### src/rtl/log2_normalizer.sv
// Leading-one normalizer for the fixed-point log2 path: splits an unsigned sample into
// integer part (leading-one position) and a table index. Optional LOG2_NORM_ROUND_EN adds guard-bit rounding.
module log2_normalizer #(
    parameter int IN_W  = 16,
    parameter int IDX_W = 5,
    parameter int EXP_W = 4
) (
    input  logic             i_CLK,
    input  logic             reset,
    input  logic             enb,
    input  logic             in_valid,
    input  logic [IN_W-1:0]  in_data,
    output logic             in_ready,
    output logic             out_valid,
    input  logic             out_ready,
    output logic [EXP_W-1:0] out_exp,
    output logic [IDX_W-1:0] out_idx,
    output logic             out_zero
);

`ifdef LOG2_NORM_ROUND_EN
    localparam int GRD_W = 1;
`else
    localparam int GRD_W = 0;
`endif
    // Window of IDX_W (+guard) bits taken just below the leading one.
    localparam int WIN_W = IDX_W + GRD_W;
    localparam int EXT_W = IN_W - 1 + WIN_W;

    logic             v1_q, v2_q;
    logic [IN_W-2:0]  data1_q;
    logic             zero1_q;
    logic [EXP_W-1:0] p1_q, p_d;
    logic [EXP_W-1:0] exp_q;
    logic [IDX_W-1:0] idx_q, idx_d;
    logic             zero_q;
    logic             adv1, adv2;
    logic [EXT_W-1:0] ext;
    logic [WIN_W-1:0] win;

    assign adv2      = ~v2_q | out_ready;
    assign adv1      = ~v1_q | adv2;
    assign in_ready  = enb & adv1;
    assign out_valid = v2_q;
    assign out_exp   = exp_q;
    assign out_idx   = idx_q;
    assign out_zero  = zero_q;

    always_comb begin
        p_d = '0;
        for (int i = 0; i < IN_W; i++) begin
            if (in_data[i]) p_d = EXP_W'(i);
        end
    end

    // The leading one itself is implied by p, so only the bits below the MSB are kept.
    assign ext = {data1_q, {WIN_W{1'b0}}};

    always_comb begin
        win = '0;
        for (int k = 0; k < IN_W; k++) begin
            if (p1_q == EXP_W'(k)) win = ext[k +: WIN_W];
        end
    end

`ifdef LOG2_NORM_ROUND_EN
    logic [IDX_W:0] sum;
    always_comb begin
        sum   = {1'b0, win[WIN_W-1:1]} + {{IDX_W{1'b0}}, win[0]};
        idx_d = sum[IDX_W] ? {IDX_W{1'b1}} : sum[IDX_W-1:0];
        if (zero1_q) idx_d = '0;
    end
`else
    always_comb begin
        idx_d = win;
        if (zero1_q) idx_d = '0;
    end
`endif

    always_ff @(posedge i_CLK) begin
        if (reset) begin
            v1_q    <= 1'b0;
            v2_q    <= 1'b0;
            data1_q <= '0;
            zero1_q <= 1'b0;
            p1_q    <= '0;
            exp_q   <= '0;
            idx_q   <= '0;
            zero_q  <= 1'b0;
        end else if (enb) begin
            if (adv1) begin
                v1_q    <= in_valid;
                data1_q <= in_data[IN_W-2:0];
                zero1_q <= (in_data == '0);
                p1_q    <= p_d;
            end
            if (adv2) begin
                v2_q   <= v1_q;
                exp_q  <= zero1_q ? '0 : p1_q;
                idx_q  <= idx_d;
                zero_q <= zero1_q;
            end
        end
    end

endmodule

### config.mk
export PLATFORM = sky130hd
export DESIGN_NAME = log2_normalizer
export DESIGN_NICKNAME = d
export VERILOG_FILES = /design/src/rtl/log2_normalizer.sv
export SDC_FILE = /design/constraint.sdc
export NUM_CORES = 1
export LEC_CHECK = 0
export BUFFER_PORTS_ARGS = -buffer_cell sky130_fd_sc_hd__buf_4
export CAP_MARGIN = 5
export CORE_MARGIN = 10
export CORE_UTILIZATION = 63
export CTS_BUF_LIST = sky130_fd_sc_hd__clkbuf_8
export DETAILED_ROUTE_END_ITERATION = 10
export GPL_ROUTABILITY_DRIVEN = 0
export PLACE_DENSITY = 0.88
export SLEW_MARGIN = 20
export SYNTH_ARGS = -nofsm -noshare
export SYNTH_HDL_FRONTEND = slang
export SYNTH_SLANG_ARGS = --single-unit
### constraint.sdc
create_clock -name i_CLK -period 3.6 [get_ports i_CLK]
set_input_delay 0.36 -clock i_CLK [delete_from_list [all_inputs] [get_ports i_CLK]]
set_output_delay 0.36 -clock i_CLK [all_outputs]
set_load 0.005 [all_outputs]
==> results of run 1 <==
-- area by class of cell --
class / count / area, um2 / share of cell area (%)
Clock buffer: 5 / 68.8 / 2.91
Clock inverter: 3 / 38.8 / 1.64
Inverter: 10 / 37.5 / 1.59
Multi-Input combinational cell: 223 / 1270 / 53.6
Sequential cell: 32 / 641 / 27.1
Tap cell: 44 / 55.1 / 2.33
Timing Repair Buffer: 34 / 255 / 10.8
-- per-layer routing --
| layer | part of all wire [%] | track usage (%) |
|---|---|---|
| met4 | 3.0 | 8.39 |
| met2 | 47 | 30.2 |
| met5 | 0 | 0 |
| met3 | 7.2 | 4.66 |
| met1 | 42 | 22.8 |
-- registers in the layout (all words and copies together), names as in the netlist --
signal	count
out_idx	5
v1_q	1
out_valid	1
out_exp	4
zero1_q	1
p1_q	4
data1_q	15
out_zero	1
-- tightest hold or removal path, cell delays in order --
cell and delay (ps):
buf_4 110, nand2_1 50, a21oi_1 50
-- metrics by stage --
step	setup WS [ps]	cell area [um2]	hold WS [ps]	util (%)
finish	1330	2360	329	76.8
global route	1120	2360	346	76.8
CTS	1380	2360	334	76.8
detailed placement	1400	2260	451	73.3
global placement	1430	2260	441	73.3
floorplan	2070	2050	437	-
-- final timing paths --
| kind | startpoint | endpoint | depth (start not counted) |
|---|---|---|---|
| worst max-delay path | p1_q[1] | out_idx[2] | 4 |
| worst min-delay path | in_data[5] | data1_q[5] | 3 |
| worst max register to register | p1_q[1] | out_idx[2] | 4 |
| worst min register to register | out_exp[0] | out_exp[0] | 2 |
-- cells by family (layout without fill, tap and decap cells) --
family	count (synthesis)	count (layout)	share of synthesized area, %
buffers and inverters	30	52	7.13
AND/OR/NAND/NOR	118	118	26.1
AO/OA/AOI/OAI	97	97	30.9
multiplexers	8	8	4.69
flip-flops	32	32	31.2
-- power groups by stage --
stage,clock (mW),sequential (mW),combinational [mW]
2_1_floorplan,0,0.396,0.142
3_3_place_gp,0,0.423,0.170
3_5_place_dp,0,0.424,0.173
4_1_cts,0.335,0.416,0.175
5_1_grt,0.353,0.423,0.197
6_report,0.338,0.419,0.177
-- synth_stat cells, types with 5 or more instances --
| cell type | number |
|---|---|
| a211oi_1 | 5 |
| a21oi_1 | 40 |
| buf_2 | 6 |
| clkbuf_1 | 6 |
| dfxtp_1 | 32 |
| inv_1 | 7 |
| nand2_1 | 54 |
| nand2b_1 | 5 |
| nand3_1 | 7 |
| nor2_1 | 24 |
| nor2b_1 | 5 |
| nor3_1 | 5 |
| o21ai_0 | 13 |
==> impl_metrics.csv, run 1 <==
group,metric,value,unit
power_and_ir_drop,vdd_drop_max,0.000367,V
global_routing,grt_max_degree,34,
yosys,ys.flop_type,"dfxtp_1",
min_path,hold_path.class,"primary input to flop",
floorplan,die_w,77.1,um
yosys,syn_area_per_cell,7.21,um2
placement,dp_cells,343,
yosys,synth_cell_types,52,
yosys,netlist.area_leader.share,31.2,%
yosys,async_flop_share,0,%
timing,final-hold-violation-count,0,
routing,firstDrtPassIters,6,
job,drv_cap,0,
cts,cts.path.max_buffers,2,
global_routing,antenna_found_initial,0,
worst_setup_path,worstPathArrival,2510,ps
placement,io_buffers,32,
cells_and_area,insertedDiodeCount,0,
placement,hpwl,4080,um
power_and_ir_drop,clkPwrFrac,36.2,%
cts,numCtsBuffers,5,
routing,drtIter0Drc,319,
floorplan,start_util,66.7,%
timing,period_share,63.2,%
cts,cts_tree,"built",
floorplan,dieHeight,77.1,um
cts,cts_resized,0,
power_and_ir_drop,sw_frac_of_total,29.2,%
power_and_ir_drop,seq_power_share,44.9,%
worst_setup_path,crit_chain,"nor2b_1, a32oi_1, a2111oi_0, o31a_1",
cts,path_clk_slew,70,ps
floorplan,rows,20,
floorplan,io_pins,33,
cts,cts_root_buf,"clkbuf_8",
yosys,syn_inst,285,
worst_setup_path,cp.required,3840,ps
worst_setup_path,slowest_stage,"dfxtp_1",
cells_and_area,finalNetCount,327,
global_routing,gr-total-overflow,0,
worst_setup_path,crit_type,"flop to flop",
worst_setup_path,crit_fanout,31,
power_and_ir_drop,combPwrFrac,18.9,%
yosys,syn_area,2050,um2
worst_setup_path,rrSetupSlack,1330,ps
timing,skew,4.34,ps
yosys,ys_seq_elements,32,
global_routing,grt_pass1_vias,2024,
yosys,ys_warn_count,0,
cells_and_area,drive_gt1_share,17.3,%
timing,setup_violations,0,
cells_and_area,fill_cells,251,
timing,worst_pin_slew,1050,ps
yosys,seq_area_frac_synth,31.2,%
cts,ctsHtreeMaxLevel,2,
cts,postCtsHoldBufs,0,
power_and_ir_drop,power.switching,0.272,mW
cells_and_area,final_cell_mix,"54 x nand2_1, 40 x a21oi_1, 34 x buf_4",
worst_setup_path,cpPeakStageDelay,1010,ps
cells_and_area,syn2layout_area_growth,15.0,%
power_and_ir_drop,finalPower,0.933,mW
yosys,synth-edff-count,0,
timing,period_needed,2270,ps
power_and_ir_drop,leakagePower,0.920,nW
outcome,outcome,"completed",
timing,slew_headroom,30.1,%
routing,via_per_inst,6.37,
timing,max_freq,0.440,GHz
cts,cts_sinks,32,
worst_setup_path,setup.worst_path.end_class,"flop",
routing,totalWireLength,5720,um
cts,post_cts_buffers,0,
yosys,syn-num-nets,306,
power_and_ir_drop,p_int,0.660,mW
cells_and_area,layoutNonFillerInstCount,351,
worst_setup_path,critPathBufInv,0,
timing,tns,0,ps
yosys,yosys.area.top_type,"dfxtp_1",
worst_setup_path,path_delay_family,"flip-flops",
yosys,synth_area_leaders,"dfxtp_1 31%, nand2_1 9.9%, a21oi_1 9.7%",
worst_setup_path,start_kind,"flop",
power_and_ir_drop,powerDensity,395,nW/um2
routing,drc,0,
floorplan,core-area,3080,um2
timing,slew_violations,0,
routing,via_count,2237,
global_routing,grt_usage,18.7,%
floorplan,die_area,5950,um2
cts,clk_latency,290,ps
global_routing,grt_first_pass_wirelength,9430,um
cells_and_area,final_common_cell,"nand2_1",
routing,routedWlPerCell,16.3,um
timing,rsz0062_at_grt,"no",
routing,ant_nets,0,
Power figures use the tool's default switching activity.
==> inputs of run 2 (changes only) <==
CORE_UTILIZATION = 53   (was 63)
PLACE_DENSITY = 0.78   (was 0.88)
clock period = 2 ns   (was 3.6 ns; I/O delays follow)
==> run 2 against run 1 <==
Clock-buffer cell count up 2. Utilization shrank 10 points. First-iteration DRC count grew 20%. Global-route usage grew 0.24 points. Design area is 4.6% higher. Largest power group unchanged. Via count rose by 2.9%. Hold slack worse by 160 ps. Sequential power grew 75%.
==> impl_metrics.csv, run 2 (synthesis results as in run 1) <==
group,metric,value,unit
cells_and_area,syn2layout_area_growth,20.3,%
cells_and_area,final_area,2470,um2
timing,period_needed,1720,ps
cts,cts_root_buf,"clkbuf_8",
timing,slew_headroom,69.5,%
floorplan,io_pins,33,
placement,placed_cell_area,2340,um2
global_routing,grt_first_pass_wirelength,10200,um
timing,hold_slack,173,ps
cells_and_area,fill_cells,357,
routing,via_per_inst,6.29,
cts,path_clk_slew,70,ps
min_path,hold_path.class,"primary input to flop",
cts,clk_latency,280,ps
cts,cts_sinks,32,
routing,drtIter0Drc,382,
worst_setup_path,setup.worst_path.end_class,"flop",
outcome,outcome,"completed",
cts,ctsHtreeMaxLevel,2,
worst_setup_path,start_kind,"flop",
routing,ant_nets,0,
cells_and_area,final_cell_mix,"54 x nand2_1, 45 x buf_4, 40 x a21oi_1",
placement,hpwl,4510,um
power_and_ir_drop,leakagePower,0.980,nW
routing,drc,0,
power_and_ir_drop,vdd_drop_max,0.000509,V
worst_setup_path,worstPathArrival,1920,ps
cells_and_area,insertedDiodeCount,0,
floorplan,die_w,82.3,um
cells_and_area,final_util,66.5,%
global_routing,antenna_found_initial,0,
floorplan,dieHeight,82.3,um
cells_and_area,largest-register,"data1_q",
placement,io_buffers,32,
cts,numCtsBuffers,5,
worst_setup_path,crit_fanout,13,
floorplan,core-area,3720,um2
cts,cts.path.max_buffers,2,
timing,tns,0,ps
floorplan,start_util,55.3,%
routing,routedWlPerCell,16.7,um
cells_and_area,final_common_cell,"nand2_1",
cts,postCtsHoldBufs,0,
cells_and_area,drive_gt1_share,20.8,%
job,drv_cap,0,
cells_and_area,finalNetCount,338,
worst_setup_path,cp.required,2200,ps
timing,slew_violations,0,
timing,rsz0062_at_grt,"no",
global_routing,grt_usage,18.9,%
timing,skew,10.2,ps
global_routing,grt_max_degree,34,
floorplan,rows,22,
timing,worst_pin_slew,456,ps
cells_and_area,largest_register_ffs,15,
routing,totalWireLength,6110,um
timing,max_freq,0.582,GHz
floorplan,die_area,6770,um2
global_routing,gr-total-overflow,0,
routing,firstDrtPassIters,7,
global_routing,grt_pass1_vias,2164,
routing,via_count,2301,
worst_setup_path,crit_type,"flop to flop",
cts,cts_tree,"built",
power_and_ir_drop,powerDensity,722,nW/um2
timing,final-hold-violation-count,0,
timing,setup_violations,0,
timing,period_share,86.0,%
==> run 2: power breakdown <==
group / leakage [nW] / internal, mW / switching (mW)
Clock: 0.0645 / 0.440 / 0.243
Sequential: 0.263 / 0.673 / 0.0586
Combinational: 0.652 / 0.171 / 0.199
Total: 0.980 / 1.28 / 0.501
==> run 2: worst paths after layout <==
| check | slack (ps) | startpoint | cells past startpoint | endpoint |
|---|---|---|---|---|
| setup reg to reg | 280 | p1_q[2] | 5 | out_idx[1] |
| hold / removal | 170 | in_data[0] | 3 | data1_q[0] |
| setup / recovery | 280 | p1_q[2] | 5 | out_idx[1] |
| hold reg to reg | 450 | out_exp[0] | 2 | out_exp[0] |
==> run 2: critical path: stages (launching register included) <==
cell and delay (ps):
dfxtp_1 590, buf_4 270, a21oi_1 80, a221o_1 340, o311a_1 140, a221oi_2 210
==> run 2: per-layer routing <==
metal	track usage, %	part of all wire [%]
met1	25.3	43
met2	29.3	46
met3	4.43	8.4
met4	6.12	1.8
met5	0	0
==> run 2: cell type report <==
class | instances | area [um2] | area share [%]
clock inverter | 1 | 30.0 | 1.22
inverter | 10 | 37.5 | 1.52
tap | 48 | 60.1 | 2.43
clock buffer | 7 | 96.3 | 3.90
sequential | 32 | 642 | 26.0
timing repair buffer | 45 | 338 | 13.7
multi-input combinational | 223 | 1270 | 51.3
==> run 2: metrics by stage <==
stage	instances	setup WS [ps]	total power, mW
2_1_floorplan	285	527	0.969
3_3_place_gp	358	211	1.10
3_5_place_dp	358	96.8	1.11
4_1_cts	366	69.6	1.78
5_1_grt	366	122	1.87
6_report	366	281	1.78
==> run 2: repair_timing <==
item | 4_1_cts | 5_1_grt
setup buffers | 0 | 0
resized for setup | 0 | 1
setup endpoints to repair | 0 | 5
